<file path="config.mk">
export PLATFORM = sky130hd
export DESIGN_NAME = exu_seq_ctrl_flat
export DESIGN_NICKNAME = d
export VERILOG_FILES = /design/src/rtl/exu_seq_ctrl_if.sv /design/src/rtl/exu_seq_ctrl.sv /design/src/flat_wrapper.sv
export SDC_FILE = /design/constraint.sdc
export NUM_CORES = 1
export LEC_CHECK = 0
export BUFFER_PORTS_ARGS = -buffer_cell sky130_fd_sc_hd__buf_2
export CAP_MARGIN = 10
export CORE_MARGIN = 3
export CORE_UTILIZATION = 40
export DETAILED_ROUTE_END_ITERATION = 7
export HOLD_SLACK_MARGIN = 0.15
export PLACE_DENSITY_LB_ADDON = 0.2
export REMOVE_ABC_BUFFERS = 1
export SYNTH_ARGS = -nofsm -noshare
export SYNTH_HDL_FRONTEND = slang
export SYNTH_SLANG_ARGS = --single-unit
</file>
<file path="constraint.sdc">
create_clock -name clk -period 4.1 [get_ports clk]
set_input_delay 0.82 -clock clk [delete_from_list [all_inputs] [get_ports clk]]
set_output_delay 0.82 -clock clk [all_outputs]
set_load 0.03 [all_outputs]
</file>
<file path="src/rtl/exu_seq_ctrl_if.sv">
// Fetch and load/store handshake bundle between the sequencer and the memory side.
// The master modport is the sequencer; the slave modport is the fetch/LSU side.
interface exu_seq_ctrl_if #(
   parameter int DATA_WIDTH = 32
);

   logic                  ifu_req_valid_o;
   logic                  ifu_req_ready_i;
   logic                  ifu_rsp_valid_i;
   logic                  ifu_rsp_ready_o;
   logic [DATA_WIDTH-1:0] inst_i;

   logic                  lsu_req_valid_o;
   logic                  lsu_req_ready_i;
   logic                  lsu_wen_o;
   logic                  lsu_rsp_valid_i;
   logic                  lsu_rsp_ready_o;

   modport master (
      output ifu_req_valid_o,
      input  ifu_req_ready_i,
      input  ifu_rsp_valid_i,
      output ifu_rsp_ready_o,
      input  inst_i,
      output lsu_req_valid_o,
      input  lsu_req_ready_i,
      output lsu_wen_o,
      input  lsu_rsp_valid_i,
      output lsu_rsp_ready_o
   );

   modport slave (
      input  ifu_req_valid_o,
      output ifu_req_ready_i,
      output ifu_rsp_valid_i,
      input  ifu_rsp_ready_o,
      output inst_i,
      input  lsu_req_valid_o,
      output lsu_req_ready_i,
      input  lsu_wen_o,
      output lsu_rsp_valid_i,
      input  lsu_rsp_ready_o
   );

endinterface

</file>
<file path="src/rtl/exu_seq_ctrl.sv">
// Multi-cycle core sequencer: fetch, execute, optional memory access, write-back.
// Halts permanently on ebreak, an unknown opcode or a handshake that never completes.
module exu_seq_ctrl #(
   parameter int DATA_WIDTH = 32,
   parameter int TIMEOUT    = 255
) (
   input  logic                  clk,
   input  logic                  rst,
   exu_seq_ctrl_if.master        bus,
   output logic [DATA_WIDTH-1:0] inst_o,
   output logic                  rf_wen_o,
   output logic                  pc_wen_o,
   output logic [2:0]            state_o,
   output logic                  halt_o,
   output logic                  illegal_o,
   output logic                  bus_err_o,
   output logic [31:0]           retire_cnt_o
);

   typedef enum logic [2:0] {
      ST_IDLE       = 3'd0,
      ST_FETCH_REQ  = 3'd1,
      ST_FETCH_WAIT = 3'd2,
      ST_EXEC       = 3'd3,
      ST_MEM_REQ    = 3'd4,
      ST_MEM_WAIT   = 3'd5,
      ST_WB         = 3'd6,
      ST_HALT       = 3'd7
   } state_t;

   localparam logic [6:0] OP_LOAD   = 7'b0000011;
   localparam logic [6:0] OP_STORE  = 7'b0100011;
   localparam logic [6:0] OP_SYSTEM = 7'b1110011;
   localparam logic [6:0] OP_LUI    = 7'b0110111;
   localparam logic [6:0] OP_AUIPC  = 7'b0010111;
   localparam logic [6:0] OP_JAL    = 7'b1101111;
   localparam logic [6:0] OP_JALR   = 7'b1100111;
   localparam logic [6:0] OP_BRANCH = 7'b1100011;
   localparam logic [6:0] OP_IMM    = 7'b0010011;
   localparam logic [6:0] OP_OP     = 7'b0110011;

   localparam logic [DATA_WIDTH-1:0] EBREAK_INST = DATA_WIDTH'(32'h0010_0073);
   localparam logic [7:0]            TIMEOUT_CNT = 8'(TIMEOUT);

   state_t                state_q, state_d;
   logic [DATA_WIDTH-1:0] inst_q, inst_d;
   logic [7:0]            wait_cnt_q, wait_cnt_d;
   logic [31:0]           retire_q, retire_d;
   logic                  halt_q, halt_d;
   logic                  illegal_q, illegal_d;
   logic                  bus_err_q, bus_err_d;

   logic [6:0] opcode;
   logic [4:0] rd;
   logic       is_mem;
   logic       is_store;
   logic       is_branch;
   logic       is_ebreak;
   logic       is_wb_class;
   logic       timed_out;
   logic       in_wait_state;

   assign opcode        = inst_q[6:0];
   assign rd            = inst_q[11:7];
   assign timed_out     = (wait_cnt_q == TIMEOUT_CNT);
   assign in_wait_state = (state_q == ST_FETCH_REQ) || (state_q == ST_FETCH_WAIT) ||
                          (state_q == ST_MEM_REQ)   || (state_q == ST_MEM_WAIT);

   // Opcode classification of the latched instruction.
   always_comb begin
      is_store    = (opcode == OP_STORE);
      is_branch   = (opcode == OP_BRANCH);
      is_mem      = (opcode == OP_LOAD) || (opcode == OP_STORE);
      is_ebreak   = (inst_q == EBREAK_INST);
      is_wb_class = 1'b0;
      case (opcode)
         OP_LUI, OP_AUIPC, OP_JAL, OP_JALR,
         OP_BRANCH, OP_IMM, OP_OP, OP_SYSTEM: is_wb_class = 1'b1;
         default:                             is_wb_class = 1'b0;
      endcase
   end

   always_comb begin
      state_d    = state_q;
      inst_d     = inst_q;
      retire_d   = retire_q;
      halt_d     = halt_q;
      illegal_d  = illegal_q;
      bus_err_d  = bus_err_q;
      wait_cnt_d = '0;

      case (state_q)
         ST_IDLE: state_d = ST_FETCH_REQ;

         ST_FETCH_REQ: begin
            if (bus.ifu_req_ready_i) begin
               state_d = ST_FETCH_WAIT;
            end else if (timed_out) begin
               state_d   = ST_HALT;
               halt_d    = 1'b1;
               bus_err_d = 1'b1;
            end
         end

         ST_FETCH_WAIT: begin
            if (bus.ifu_rsp_valid_i) begin
               inst_d  = bus.inst_i;
               state_d = ST_EXEC;
            end else if (timed_out) begin
               state_d   = ST_HALT;
               halt_d    = 1'b1;
               bus_err_d = 1'b1;
            end
         end

         // ebreak is itself a SYSTEM opcode, so it must be tested before the WB class.
         ST_EXEC: begin
            if (is_mem) begin
               state_d = ST_MEM_REQ;
            end else if (is_ebreak) begin
               state_d = ST_HALT;
               halt_d  = 1'b1;
            end else if (is_wb_class) begin
               state_d = ST_WB;
            end else begin
               state_d   = ST_HALT;
               halt_d    = 1'b1;
               illegal_d = 1'b1;
            end
         end

         ST_MEM_REQ: begin
            if (bus.lsu_req_ready_i) begin
               state_d = ST_MEM_WAIT;
            end else if (timed_out) begin
               state_d   = ST_HALT;
               halt_d    = 1'b1;
               bus_err_d = 1'b1;
            end
         end

         ST_MEM_WAIT: begin
            if (bus.lsu_rsp_valid_i) begin
               state_d = ST_WB;
            end else if (timed_out) begin
               state_d   = ST_HALT;
               halt_d    = 1'b1;
               bus_err_d = 1'b1;
            end
         end

         ST_WB: begin
            retire_d = retire_q + 32'd1;
            state_d  = ST_FETCH_REQ;
         end

         ST_HALT: state_d = ST_HALT;

         default: state_d = ST_HALT;
      endcase

      // Counter restarts on every state entry, so it only measures the current wait.
      if (in_wait_state && (state_d == state_q)) begin
         wait_cnt_d = wait_cnt_q + 8'd1;
      end
   end

   always_ff @(posedge clk or posedge rst) begin
      if (rst) begin
         state_q    <= ST_IDLE;
         inst_q     <= '0;
         wait_cnt_q <= '0;
         retire_q   <= '0;
         halt_q     <= 1'b0;
         illegal_q  <= 1'b0;
         bus_err_q  <= 1'b0;
      end else begin
         state_q    <= state_d;
         inst_q     <= inst_d;
         wait_cnt_q <= wait_cnt_d;
         retire_q   <= retire_d;
         halt_q     <= halt_d;
         illegal_q  <= illegal_d;
         bus_err_q  <= bus_err_d;
      end
   end

   logic ifu_req_valid;
   logic ifu_rsp_ready;
   logic lsu_req_valid;
   logic lsu_wen;
   logic lsu_rsp_ready;
   logic rf_wen;
   logic pc_wen;

   // Moore outputs: decoded purely from the registered state so reset clears them at once.
   always_comb begin
      ifu_req_valid = 1'b0;
      ifu_rsp_ready = 1'b0;
      lsu_req_valid = 1'b0;
      lsu_wen       = 1'b0;
      lsu_rsp_ready = 1'b0;
      rf_wen        = 1'b0;
      pc_wen        = 1'b0;
      case (state_q)
         ST_FETCH_REQ:  ifu_req_valid = 1'b1;
         ST_FETCH_WAIT: ifu_rsp_ready = 1'b1;
         ST_MEM_REQ: begin
            lsu_req_valid = 1'b1;
            lsu_wen       = is_store;
         end
         ST_MEM_WAIT:   lsu_rsp_ready = 1'b1;
         ST_WB: begin
            pc_wen = 1'b1;
            rf_wen = !(is_store || is_branch) && (rd != 5'd0);
         end
         default: ;
      endcase
   end

   assign bus.ifu_req_valid_o = ifu_req_valid;
   assign bus.ifu_rsp_ready_o = ifu_rsp_ready;
   assign bus.lsu_req_valid_o = lsu_req_valid;
   assign bus.lsu_wen_o       = lsu_wen;
   assign bus.lsu_rsp_ready_o = lsu_rsp_ready;

   assign inst_o       = inst_q;
   assign rf_wen_o     = rf_wen;
   assign pc_wen_o     = pc_wen;
   assign state_o      = state_q;
   assign halt_o       = halt_q;
   assign illegal_o    = illegal_q;
   assign bus_err_o    = bus_err_q;
   assign retire_cnt_o = retire_q;

endmodule
</file>
<file path="src/flat_wrapper.sv">
// flat-port wrapper written by rule: the top's interface ports become plain ports
module exu_seq_ctrl_flat 
#(
   parameter int DATA_WIDTH = 32,
   parameter int TIMEOUT    = 255
)
  (clk, rst, inst_o, rf_wen_o, pc_wen_o, state_o, halt_o, illegal_o, bus_err_o, retire_cnt_o, bus_ifu_req_valid_o, bus_ifu_req_ready_i, bus_ifu_rsp_valid_i, bus_ifu_rsp_ready_o, bus_inst_i, bus_lsu_req_valid_o, bus_lsu_req_ready_i, bus_lsu_wen_o, bus_lsu_rsp_valid_i, bus_lsu_rsp_ready_o);
  exu_seq_ctrl_if #(.DATA_WIDTH(DATA_WIDTH)) bus_i ();
  input  logic clk;
  input  logic rst;
  output logic [DATA_WIDTH-1:0] inst_o;
  output logic rf_wen_o;
  output logic pc_wen_o;
  output logic [2:0] state_o;
  output logic halt_o;
  output logic illegal_o;
  output logic bus_err_o;
  output logic [31:0] retire_cnt_o;
  output wire logic [$bits(bus_i.ifu_req_valid_o)-1:0] bus_ifu_req_valid_o;
  input wire logic [$bits(bus_i.ifu_req_ready_i)-1:0] bus_ifu_req_ready_i;
  input wire logic [$bits(bus_i.ifu_rsp_valid_i)-1:0] bus_ifu_rsp_valid_i;
  output wire logic [$bits(bus_i.ifu_rsp_ready_o)-1:0] bus_ifu_rsp_ready_o;
  input wire logic [$bits(bus_i.inst_i)-1:0] bus_inst_i;
  output wire logic [$bits(bus_i.lsu_req_valid_o)-1:0] bus_lsu_req_valid_o;
  input wire logic [$bits(bus_i.lsu_req_ready_i)-1:0] bus_lsu_req_ready_i;
  output wire logic [$bits(bus_i.lsu_wen_o)-1:0] bus_lsu_wen_o;
  input wire logic [$bits(bus_i.lsu_rsp_valid_i)-1:0] bus_lsu_rsp_valid_i;
  output wire logic [$bits(bus_i.lsu_rsp_ready_o)-1:0] bus_lsu_rsp_ready_o;
  assign bus_ifu_req_valid_o = bus_i.ifu_req_valid_o;
  assign bus_i.ifu_req_ready_i = bus_ifu_req_ready_i;
  assign bus_i.ifu_rsp_valid_i = bus_ifu_rsp_valid_i;
  assign bus_ifu_rsp_ready_o = bus_i.ifu_rsp_ready_o;
  assign bus_i.inst_i = bus_inst_i;
  assign bus_lsu_req_valid_o = bus_i.lsu_req_valid_o;
  assign bus_i.lsu_req_ready_i = bus_lsu_req_ready_i;
  assign bus_lsu_wen_o = bus_i.lsu_wen_o;
  assign bus_i.lsu_rsp_valid_i = bus_lsu_rsp_valid_i;
  assign bus_lsu_rsp_ready_o = bus_i.lsu_rsp_ready_o;
  exu_seq_ctrl #(.DATA_WIDTH(DATA_WIDTH), .TIMEOUT(TIMEOUT)) u_core (.clk(clk), .rst(rst), .bus(bus_i), .inst_o(inst_o), .rf_wen_o(rf_wen_o), .pc_wen_o(pc_wen_o), .state_o(state_o), .halt_o(halt_o), .illegal_o(illegal_o), .bus_err_o(bus_err_o), .retire_cnt_o(retire_cnt_o));
endmodule
</file>
# Word level (Yosys, flattened, before mapping)
# Cells that the tools add are included.
[op_classes]
addsub = 2
n_eq_ne = 26
n_mux = 33
bitwise_logic = 3
reduce_logical = 18
[op_table]
columns = ["cell", "n"]
rows = [
  ["$add A32 B1 Y32 const B", 1],
  ["$eq A32 B21 Y1 const B", 1],
  ["$eq A7 B7 Y1 const B", 4],
  ["$mux W1", 22],
  ["$eq A7 B6 Y1 const B", 3],
  ["$mux W3", 7],
  ["$pmux W3 S7", 1],
  ["$eq A7 B5 Y1 const B", 2],
  ["$eq A3 B3 Y1 const B", 4],
  ["$ne A2 B2 Y1 const B", 5],
  ["$reduce_bool A5 Y1", 2],
  ["$add A8 B1 Y8 const B", 1],
  ["$eq A8 B8 Y1 const B", 1],
  ["$mux W8", 1],
  ["$reduce_or A8 Y1", 1],
  ["$eq A7 B2 Y1 const B", 1],
  ["$reduce_and A7 Y1", 1],
  ["$eq A3 B2 Y1 const B", 2],
  ["$logic_or A1 B1 Y1", 5],
  ["$pmux W1 S5", 1],
  ["$reduce_and A5 Y1", 1],
  ["$pmux W1 S4", 1],
  ["$reduce_and A4 Y1", 1],
  ["$reduce_bool A4 Y1", 1],
  ["other kinds (9)", 12],
]
[word_totals]
register_bits = 78
output_inout_bits = 77

# Logic depth before layout (Yosys ltp)
# Gate-level depths: netlist (run 1).
[logic_depth]
depth_word = 10
depth_mapped = 8
depth_no_buf = 7

# Least setup slack after synthesis (run 1)
# No wires, ideal clock.
[synth_path]
kind = "reg-to-output"
start = "register u_core.state_q[2] (netlist: u_core.state_o[2])"
end = "output bus_lsu_wen_o"
arrival_time_ns = 2.509
required_ns = 3.280
setup_slack_ns = 0.771
stages_incl_launch_ff = 5
n_path_buf = 1
cell_sequence = "dfrtp_1 buf_1 nor3b_1 nand2_1 nor3_1"
[synth_via]
elab_chain_cells = 2
[synth_rtl]
columns = ["element", "line", "text"]
rows = [
  ["start: declaration", "exu_seq_ctrl.sv:45", "state_t state_q, state_d;"],
  ["start signal: assignment", "exu_seq_ctrl.sv:178", "state_q <= state_d;"],
  ["$eq A3 B3 Y1", "exu_seq_ctrl.sv:205", "case (state_q)"],
  ["$mux W1", "exu_seq_ctrl.sv:205", ""],
  ["end: declaration", "flat_wrapper.sv:26", "output wire logic [$bits(bus_i.lsu_wen_o)-1:0] bus_lsu_wen_o;"],
]
# Every way passes these cells.

# Final worst setup path (run 1)
[layout_path]
start = "register u_core.state_q[0] (netlist: u_core.state_o[0])"
end = "output rf_wen_o"
[layout_via]
elab_chain_cells = 2
[layout_rtl]
columns = ["element", "line", "text"]
rows = [
  ["$eq A3 B3 Y1", "exu_seq_ctrl.sv:205", ""],
  ["$mux W1", "exu_seq_ctrl.sv:205", ""],
  ["end: declaration", "flat_wrapper.sv:12", "output logic rf_wen_o;"],
]
# Every way passes these cells.

==> flow_summary.json, run 1 <==
{
  "detail-route-antenna-nets": 0,
  "dp.cells": 536,
  "cts_root_buffer": "clkbuf_8",
  "syn_avg_cell_area_um2": 11.6,
  "grt_max_degree": 36,
  "cp_max_fo": 10,
  "h-tree-depth": 3,
  "synth_largest_area_cell": "dfrtp_1",
  "yosys.cell_count.top_type": "dfrtp_1",
  "fin_crit_sh": 0.686,
  "ys.flop_type": "dfrtp_1",
  "die_y_um": 102,
  "relSlewSlack": 0.418,
  "tns_ns": 0,
  "drt_iter0_drc": 109,
  "area_growth_pct": 24.6,
  "synth_warnings": 0,
  "critPathCaptureType": "primary output",
  "critPathKind": "reg2out",
  "io_pins": 115,
  "critical_path_required_ns": 3.28,
  "core_region_area_um2": 8850,
  "period_minus_slack_ns": 2.81,
  "cap_viol_max_count": 0,
  "synthArstFlopShare": 1.00,
  "numCtsBuffers": 9,
  "yosysSeqAreaShare": 0.527,
  "initial_utilization": 0.419,
  "dieArea_um2": 10500,
  "skew_ns": 0.0104,
  "stdcell_count": 552,
  "final-hold-violation-count": 0,
  "drc": 0,
  "synth_cell_types": 50,
  "postSynthCellCount": 319,
  "path_clk_slew_ns": 0.08,
  "antenna_found_initial": 0,
  "setup-violations-final": 0,
  "cts_resized": 0,
  "nFillCells": 834,
  "regArea_um2": 1950,
  "hold_path_class": "reg2reg",
  "clk-insertion-delay-late_ns": 0.35,
  "cp-start-kind": "flip-flop",
  "vdd_ir_drop_max_mv": 0.440,
  "cp.arrival_ns": 1.99,
  "groute.usage.overall": 0.166,
  "p_leak_nw": 2.23,
  "rsz0062_at_grt": "no",
  "place_congestion": 0.879,
  "die_w_um": 102,
  "netlist_area_um2": 3700,
  "num_antenna_cells": 0,
  "synth_edf_count": 0,
  "drt_pass1_iterations": 5,
  "tightest_slew_ns": 0.865,
  "ys_ff_latch": 78,
  "grt-ovfl-total": 0,
  "vias": 2880,
  "cts_tree": "built",
  "max_freq_ghz": 0.355,
  "routed_via_density": 5.22,
  "post_cts_buffers": 0,
  "portBuffers": 114,
  "finalWirelength_mm": 8.34,
  "slew_viol_final": 0,
  "synth_common_cells": "78 x dfrtp_1, 32 x mux2_2, 21 x nor2_1",
  "nNetsFinal": 479,
  "clock_tree.buffer_depth": 2,
  "grt_pass1_wl_mm": 13.9,
  "synth_top_area_frac": 0.527,
  "routedWlPerCell_um": 15.1,
  "power_density_nw_per_um2": 662,
  "hpwl_mm": 6.11,
  "drive_gt1_frac": 0.394,
  "cts.sinks": 78,
  "synth.top_cells.by_area": "dfrtp_1 53%, mux2_2 9.7%, xnor2_1 4.5%, xor2_1 4.3%, nand3_1 2.7%",
  "status": "finished, final reports clean",
  "fp-row-count": 34,
  "grt_pass1_vias": 2884,
  "postCtsHoldBufs": 0,
  "power_mw": 3.05,
  "multi_input_area_um2": 1680
}
## per-stage QoR
| stage | setup WS [ns] | hold WS (ns) | instance area, um2 | utilization |
|---|---|---|---|---|
| floorplan | 0.917 | 0.434 | 3660 | - |
| global placement | 1.74 | 0.451 | 4390 | 0.496 |
| detailed placement | 1.68 | 0.461 | 4390 | 0.496 |
| CTS | 1.27 | 0.469 | 4610 | 0.521 |
| global route | 1.10 | 0.494 | 4610 | 0.521 |
| finish | 1.29 | 0.465 | 4610 | 0.521 |
## power by group
part / switching, mW / internal (mW)
combinational: 0.780 / 0.444
sequential: 0.221 / 0.964
clock: 0.294 / 0.348
## final timing paths
check	slack [ns]	start	cells after the start	end
worst max-delay path	1.29	u_core.state_o[0]$_DFF_PP0_	6	rf_wen_o
worst min-delay path	0.46	u_core.retire_cnt_o[31]$_DFFE_PP0P_	1	u_core.retire_cnt_o[31]$_DFFE_PP0P_
worst max register to register	1.85	u_core.state_o[1]$_DFF_PP0_	6	u_core.halt_o$_DFFE_PP0P_
worst min register to register	0.46	u_core.retire_cnt_o[31]$_DFFE_PP0P_	1	u_core.retire_cnt_o[31]$_DFFE_PP0P_
max in group asynchronous	2.83	rst	3	u_core.inst_o[6]$_DFFE_PP0P_
min in group asynchronous	0.47	rst	2	u_core.retire_cnt_o[12]$_DFFE_PP0P_
## cell families after synthesis
kind of cell,share of synthesized area
muxes,0.100
adders and majority gates,0.00676
and+or+nand+nor,0.178
DFF,0.527
buffers and inverters,0.0182
AOI/OAI and AO/OA,0.0824
xor gates and xnor gates,0.0875
## sequential cells by signal, summed over array words and instances (netlist names)
register,cells
u_core.illegal_o,1
u_core.wait_cnt_q,8
u_core.state_o,3
u_core.halt_o,1
u_core.inst_o,32
u_core.bus_err_o,1
u_core.retire_cnt_o,32
## critical path, cell delays in order, from the launching register on
cell      delay (ns)
dfrtp_1         0.49
clkinv_1        0.30
nand3_1         0.20
clkinv_1        0.27
o21ai_0         0.16
nor2_1          0.06
buf_2           0.18
## cell usage in the layout (no fill, tap or decap), drive strengths merged, types with 2 or more instances in the layout
master / Yosys / final
nand2b: 2 / 2
dfrtp: 78 / 78
nor4: 4 / 4
nand2: 19 / 19
nand3: 20 / 20
clkinv: 2 / 3
o21ai: 4 / 4
o2bb2ai: 2 / 2
mux2: 32 / 32
clkinvlp: 0 / 2
inv: 5 / 6
nand4: 7 / 7
xor2: 18 / 18
nor3b: 3 / 3
buf: 5 / 117
o31ai: 4 / 4
bufinv: 0 / 2
nor2: 21 / 21
clkbuf: 3 / 10
and3: 7 / 7
o221ai: 2 / 2
or2: 3 / 3
a21oi: 4 / 4
and2: 4 / 4
and4: 7 / 7
nor4b: 2 / 2
xnor2: 19 / 19
or4: 2 / 2
o311ai: 2 / 2
o21bai: 4 / 4
a211oi: 9 / 9
ha: 2 / 2
nor2b: 2 / 2
nor3: 7 / 7
## routing by layer
| layer | track usage | vias up | wire length (um) |
|---|---|---|---|
| li1 | - | 1400 | - |
| met1 | 0.217 | 1373 | 3650 |
| met2 | 0.261 | 97 | 3890 |
| met3 | 0.0546 | 10 | 697 |
| met4 | 0.0565 | 0 | 105 |
| met5 | 0 | - | 0 |
## layout make-up
| type | count | area share |
|---|---|---|
| Multi-Input combinational cell | 226 | 0.365 |
| Clock buffer | 10 | 0.0277 |
| Sequential cell | 78 | 0.423 |
| Tap cell | 108 | 0.0293 |
| Timing Repair Buffer | 117 | 0.129 |
| Inverter | 7 | 0.00570 |
| Clock inverter | 6 | 0.0206 |
(Power assumes the default switching activity.)
==> inputs of run 2 (changes only) <==
--- a/config.mk
+++ b/config.mk
@@ -5,6 +5,7 @@
 export SDC_FILE = /design/constraint.sdc
 export NUM_CORES = 1
 export LEC_CHECK = 0
+export ABC_AREA = 1
 export BUFFER_PORTS_ARGS = -buffer_cell sky130_fd_sc_hd__buf_2
 export CAP_MARGIN = 10
 export CORE_MARGIN = 3
==> constraint.sdc (replaced) <==
create_clock -name clk -period 2.3 [get_ports clk]
set_input_delay 0.46 -clock clk [delete_from_list [all_inputs] [get_ports clk]]
set_output_delay 0.46 -clock clk [all_outputs]
set_load 0.03 [all_outputs]
==> run 2 against run 1 <==
Against the previous run:
- count of clock-buffer cells in the layout did not move
- clock skew fell by 0.0010 ns
- non-clock buffer count did not move
- design area rose by 5.6%
- setup slack got worse by 1.1 ns
- critical path depth fell by 3
- register-to-register slack got worse by 1.4 ns
- synthesized cell count rose by 48%
- area after synthesis rose by 5.7%
- worst hold slack got worse by 0.28 ns
==> flow_summary.json, run 2 <==
{
  "met3_usage": 0.0389,
  "synth_warnings": 0,
  "cp.arrival_ns": 1.70,
  "detail-route-antenna-nets": 0,
  "crit_slowest_cell": "dfrtp_1",
  "tightest_slew_ns": 0.433,
  "drive_gt1_frac": 0.265,
  "drt_iter0_drc": 130,
  "io_pins": 115,
  "path_clk_slew_ns": 0.08,
  "cp-start-kind": "flip-flop",
  "critPathKind": "reg2out",
  "p_leak_nw": 2.51,
  "layout_setup_ws_ns": 0.137,
  "status": "finished, final reports clean",
  "hold_path_class": "in2async",
  "rsz0062_at_grt": "no",
  "initial_utilization": 0.418,
  "hold_slack_ns": 0.188,
  "yosys.cell_count.top_type": "nand2_1",
  "gr-usage-met1": 0.237,
  "layout_commonest_cell": "buf_2",
  "multi_input_area_um2": 1660,
  "core_region_area_um2": 9370,
  "synth_edf_count": 0,
  "cp_max_fo": 8,
  "relSlewSlack": 0.711,
  "path_cells": "nand3_4, a2111oi_2, buf_4",
  "dieArea_um2": 11000,
  "synthArstFlopShare": 1.00,
  "power_mw": 5.54,
  "synth_top_area_frac": 0.499,
  "cts.sinks": 78,
  "dp.cells": 710,
  "num_antenna_cells": 0,
  "critPathCaptureType": "primary output",
  "clk-insertion-delay-late_ns": 0.34,
  "synth_cell_types": 38,
  "h-tree-depth": 3,
  "cts_tree": "built",
  "critical_path_required_ns": 1.84,
  "vias": 3414,
  "grt_pass1_vias": 3477,
  "pre_cts_ws_ns": 0.302,
  "crit_family": "flip-flops",
  "max_freq_ghz": 0.462,
  "grt_pass1_wl_mm": 16.2,
  "netlist_area_um2": 3910,
  "numCtsBuffers": 9,
  "slew_viol_final": 0,
  "area_growth_pct": 24.5,
  "skew_ns": 0.00938,
  "drc": 0,
  "synth_largest_area_cell": "dfrtp_1",
  "finalWirelength_mm": 9.56,
  "syn_avg_cell_area_um2": 8.29,
  "die_w_um": 105,
  "path_buf_inv": 1,
  "fp-row-count": 35,
  "r2r_setup_slack_ns": 0.41,
  "synth_common_cells": "84 x nand2_1, 79 x nor2_1, 78 x dfrtp_1",
  "vdd_ir_drop_max_mv": 0.644,
  "stdcell_count": 726,
  "routedWlPerCell_um": 13.2,
  "ys.flop_type": "dfrtp_1",
  "nFillCells": 955,
  "period_minus_slack_ns": 2.16,
  "fin_crit_sh": 0.940,
  "setup-violations-final": 0,
  "cts_root_buffer": "clkbuf_8",
  "hpwl_mm": 7.23,
  "power_density_nw_per_um2": 1140,
  "drt_pass1_iterations": 4,
  "place_congestion": 0.946,
  "portBuffers": 114,
  "grt-ovfl-total": 0,
  "routed_via_density": 4.70,
  "antenna_found_initial": 0,
  "cp_slowest_stage_delay_ns": 0.56,
  "layout_common_cells": "113 x buf_2, 84 x nand2_1, 79 x nor2_1",
  "gr-usage-met2": 0.291,
  "die_y_um": 105,
  "grt-busiest-layer": "met2",
  "final-hold-violation-count": 0,
  "ys_ff_latch": 78,
  "clock_tree.buffer_depth": 2,
  "tns_ns": 0,
  "synth.top_cells.by_area": "dfrtp_1 50%, nand2_1 8.1%, nor2_1 7.6%, inv_1 6.4%, xor2_1 4.5%",
  "nNetsFinal": 632,
  "regArea_um2": 1950,
  "cap_viol_max_count": 0,
  "groute.usage.overall": 0.181,
  "yosysSeqAreaShare": 0.499,
  "grt_max_degree": 79,
  "postSynthCellCount": 472
}
==> run 2: cell count changes after synthesis, moves of 4 or more <==
cell	delta
inv_1	+62
o31ai_1	-4
nor3_1	+10
a211oi_1	-9
and4_1	-7
mux2_2	-28
a21oi_1	+27
and3_1	-7
xnor2_1	-5
nand2_1	+65
nor2_1	+58
nand3_1	+6
==> run 2: where the power goes <==
group          internal (mW)  switching, mW  total (mW)
registers               1.73          0.307        2.03
logic                  0.689           1.68        2.37
clock network          0.610          0.523        1.13
total                   3.03           2.51        5.54
==> run 2: per-stage QoR <==
step	util	area (um2)
4_1_cts	0.520	4870
5_1_grt	0.520	4870
3_5_place_dp	0.496	4650
2_1_floorplan	-	3870
6_report	0.520	4870
3_3_place_gp	0.496	4650
==> run 2: cells by family (layout without fill, tap and decap cells) <==
family                   Yosys count  count (layout)  synth area share
multiplexers                       4               4            0.0115
flip-flops                        78              78             0.499
buffers and inverters             78             203            0.0796
XOR/XNOR                          34              34            0.0761
AO/OA/AOI/OAI                     45              45            0.0630
adder cells (fa/ha/maj)            2               2           0.00639
AND/OR/NAND/NOR                  231             231             0.265
==> run 2: worst paths after layout <==
kind / start / end / cells past startpoint
worst max-delay path: u_core.state_o[2]$_DFF_PP0_ / rf_wen_o / 3
worst min-delay path: rst / u_core.inst_o[9]$_DFFE_PP0P_ / 3
worst max register to register: u_core.retire_cnt_o[0]$_DFFE_PP0P_ / u_core.retire_cnt_o[26]$_DFFE_PP0P_ / 8
worst min register to register: u_core.wait_cnt_q[0]$_DFF_PP0_ / u_core.wait_cnt_q[0]$_DFF_PP0_ / 1
max in group asynchronous: rst / u_core.wait_cnt_q[2]$_DFF_PP0_ / 3
min in group clk: bus_inst_i[1] / u_core.inst_o[1]$_DFFE_PP0P_ / 2
==> run 2: area by class of cell <==
| class | count | share of cell area |
|---|---|---|
| clock buffer | 10 | 0.0262 |
| clock inverter | 6 | 0.0177 |
| timing repair buffer | 117 | 0.127 |
| multi-input combinational | 316 | 0.340 |
| inverter | 70 | 0.0549 |
| sequential | 78 | 0.401 |
| tap | 129 | 0.0331 |
==> run 2: layer usage <==
layer / share of wire / wire (um)
met3: 0.048 / 462
met5: 0 / 0
met1: 0.45 / 4320
met4: 0.0070 / 67
met2: 0.49 / 4710
==> run 2: worst min-delay path, stage by stage <==
cell	delay [ns]
buf_2	0.10
inv_2	0.06
buf_12	0.33
==> run 2: timing repair <==
action | in CTS | in global routing
setup endpoints to repair | 1 | 1
pin swaps | 0 | 0
hold buffers | 0 | 0
resized for setup | 3 | 1
setup buffers | 0 | 0
==> inputs of run 3 (changes only) <==
--- a/config.mk
+++ b/config.mk
@@ -6,13 +6,13 @@
 export NUM_CORES = 1
 export LEC_CHECK = 0
 export ABC_AREA = 1
-export BUFFER_PORTS_ARGS = -buffer_cell sky130_fd_sc_hd__buf_2
 export CAP_MARGIN = 10
 export CORE_MARGIN = 3
 export CORE_UTILIZATION = 40
 export DETAILED_ROUTE_END_ITERATION = 7
+export DONT_BUFFER_PORTS = 1
 export HOLD_SLACK_MARGIN = 0.15
-export PLACE_DENSITY_LB_ADDON = 0.2
+export PLACE_DENSITY_LB_ADDON = 0.08
 export REMOVE_ABC_BUFFERS = 1
 export SYNTH_ARGS = -nofsm -noshare
 export SYNTH_HDL_FRONTEND = slang
==> run 3 against run 2 <==
Against the previous run:
- sequential power increased by 28%
- first-iteration DRC count decreased by 20%
- sequential cell count unchanged
- via count decreased by 10%
==> flow_summary.json, run 3 (synthesis results as in run 2) <==
{
  "detail-route-antenna-nets": 0,
  "status": "finished, final reports clean",
  "worst-path-stages": 4,
  "drive_gt1_frac": 0.147,
  "period_minus_slack_ns": 2.15,
  "switchingPower_mw": 2.42,
  "vias": 3058,
  "critical_path_required_ns": 1.84,
  "finalWirelength_mm": 9.16,
  "rsz0062_at_grt": "no",
  "cp_slowest_stage_delay_ns": 0.52,
  "reg2regPathDepth": 13,
  "clk-insertion-delay-late_ns": 0.35,
  "cp_max_fo": 4,
  "max_freq_ghz": 0.464,
  "hold_slack_ns": 0.259,
  "drt_iter0_drc": 104,
  "reg2reg_from": "u_core.wait_cnt_q[0]$_DFF_PP0_",
  "clock_tree.buffer_depth": 2,
  "groute.usage.overall": 0.177,
  "cts_tree": "built",
  "critPathKind": "reg2out",
  "nFillCells": 963,
  "relSlewSlack": 0.646,
  "path_clk_slew_ns": 0.08,
  "vdd_ir_drop_max_mv": 0.534,
  "grt_pass1_vias": 3184,
  "final-hold-violation-count": 0,
  "core_region_area_um2": 9370,
  "portBuffers": 0,
  "r2r-end": "u_core.wait_cnt_q[7]$_DFF_PP0_",
  "die_y_um": 105,
  "path_cells": "nand2_1, nor2_1, a2111oi_2, buf_4",
  "switching_share": 0.476,
  "numCtsBuffers": 9,
  "grt_pass1_wl_mm": 15.7,
  "hold_path_class": "in2reg",
  "cap_viol_max_count": 0,
  "final_util": 0.477,
  "cts.sinks": 78,
  "routed_via_density": 4.79,
  "slew_viol_final": 0,
  "cp.arrival_ns": 1.69,
  "initial_utilization": 0.418,
  "h-tree-depth": 3,
  "layout_common_cells": "84 x nand2_1, 79 x nor2_1, 75 x dfrtp_1",
  "r2r_setup_slack_ns": 0.37,
  "crit_start": "u_core.inst_o[5]$_DFFE_PP0P_",
  "post_cts_buffers": 0,
  "cp-start-kind": "flip-flop",
  "die_w_um": 105,
  "setup.worst_path.end": "rf_wen_o",
  "drc": 0,
  "tightest_slew_ns": 0.530,
  "power_density_nw_per_um2": 1140,
  "cts_root_buffer": "clkbuf_8",
  "crit_slowest_cell": "dfrtp_1",
  "p_int_mw": 2.66,
  "fp-row-count": 35,
  "place_congestion": 0.871,
  "comb_power_share": 0.308,
  "critPathCaptureType": "primary output",
  "skew_ns": 0.0192,
  "setup-violations-final": 0,
  "nNetsFinal": 547,
  "layout_commonest_cell": "nand2_1",
  "drt_pass1_iterations": 4,
  "pwr-share-clk": 0.179,
  "dieArea_um2": 11000,
  "fin_crit_sh": 0.936,
  "area_growth_pct": 14.1,
  "pwr-share-seq": 0.513,
  "routedWlPerCell_um": 14.3,
  "io_pins": 115,
  "antenna_found_initial": 0,
  "hpwl_mm": 6.98,
  "num_antenna_cells": 0,
  "crit_family": "flip-flops",
  "grt-ovfl-total": 0,
  "p_leak_nw": 2.14,
  "grt_max_degree": 52,
  "path_buf_inv": 1
}
## run 3: changes by cell type in the layout (fill, tap and decap cells not counted), sizes merged
cell	change
bufinv	-2
inv	-1
clkinvlp	+1
buf	-86
dlygate4sd3	+1
## run 3: worst min path at each step
stage / startpoint / to / slack, ns / cells past startpoint
4_1_cts: bus_inst_i[1] / u_core.inst_o[1]$_DFFE_PP0P_ / 0.24 / 1
6_report: bus_inst_i[1] / u_core.inst_o[1]$_DFFE_PP0P_ / 0.26 / 1
3_5_place_dp: rst / u_core.halt_o$_DFFE_PP0P_ / 0.40 / 1
3_3_place_gp: rst / u_core.halt_o$_DFFE_PP0P_ / 0.40 / 1
2_1_floorplan: u_core.wait_cnt_q[0]$_DFF_PP0_ / u_core.wait_cnt_q[0]$_DFF_PP0_ / 0.43 / 1
5_1_grt: bus_inst_i[1] / u_core.inst_o[1]$_DFFE_PP0P_ / 0.23 / 1
## run 3: power groups by stage
stage / Sequential (mW) / Clock [mW] / Combinational [mW]
final: 2.60 / 0.909 / 1.56
after global routing: 2.66 / 0.999 / 1.79
after CTS: 2.61 / 0.942 / 1.58
after detailed placement: 2.63 / 0 / 1.57
after global placement: 2.62 / 0 / 1.56
after floorplan: 2.71 / 0 / 0.975
## run 3: area by class of cell
cell class | count | area [um2] | share of cell area
clock buffers | 10 | 138 | 0.0308
clock inverters | 4 | 25.0 | 0.00560
inverters | 70 | 269 | 0.0602
multi-input cells | 316 | 1660 | 0.372
flip-flops and latches | 78 | 1960 | 0.438
well taps | 129 | 161 | 0.0361
repair buffers | 32 | 255 | 0.0571
## run 3: worst register-to-register path: cells and delay by family (launching register included)
| kind | cells | cell delay, ns |
|---|---|---|
| buffers and inverters | 1 | 0.03 |
| AND/OR/NAND/NOR | 11 | 1.25 |
| flip-flops | 1 | 0.38 |
| adder cells (fa/ha/maj) | 1 | 0.19 |
## run 3: repair_timing
action | in CTS | in global routing
endpoints found under the setup margin | 2 | 2
hold endpoints to repair | 27 | 0
resized for setup | 2 | 3
hold buffers | 1 | 0
gates cloned | 0 | 0
## run 3: metrics by stage
step	power, mW	setup slack, ns	setup TNS [ns]	std cells	instance area, um2
3_3_place_gp	4.18	0.292	0	624	4280
3_5_place_dp	4.21	0.278	0	624	4280
5_1_grt	5.45	0.0139	0	639	4470
4_1_cts	5.14	0.00388	0	639	4460
6_report	5.08	0.147	0	639	4470
2_1_floorplan	3.69	-0.654	-14.24	464	3870
## run 3: per-layer routing
| layer | GRT usage | part of all wire | wire [um] | vias to the layer above |
|---|---|---|---|---|
| li1 | - | - | - | 1553 |
| met4 | 0.0590 | 0.013 | 119 | 0 |
| met3 | 0.0587 | 0.083 | 760 | 10 |
| met2 | 0.277 | 0.45 | 4160 | 80 |
| met5 | 0 | 0 | 0 | - |
| met1 | 0.232 | 0.45 | 4130 | 1415 |
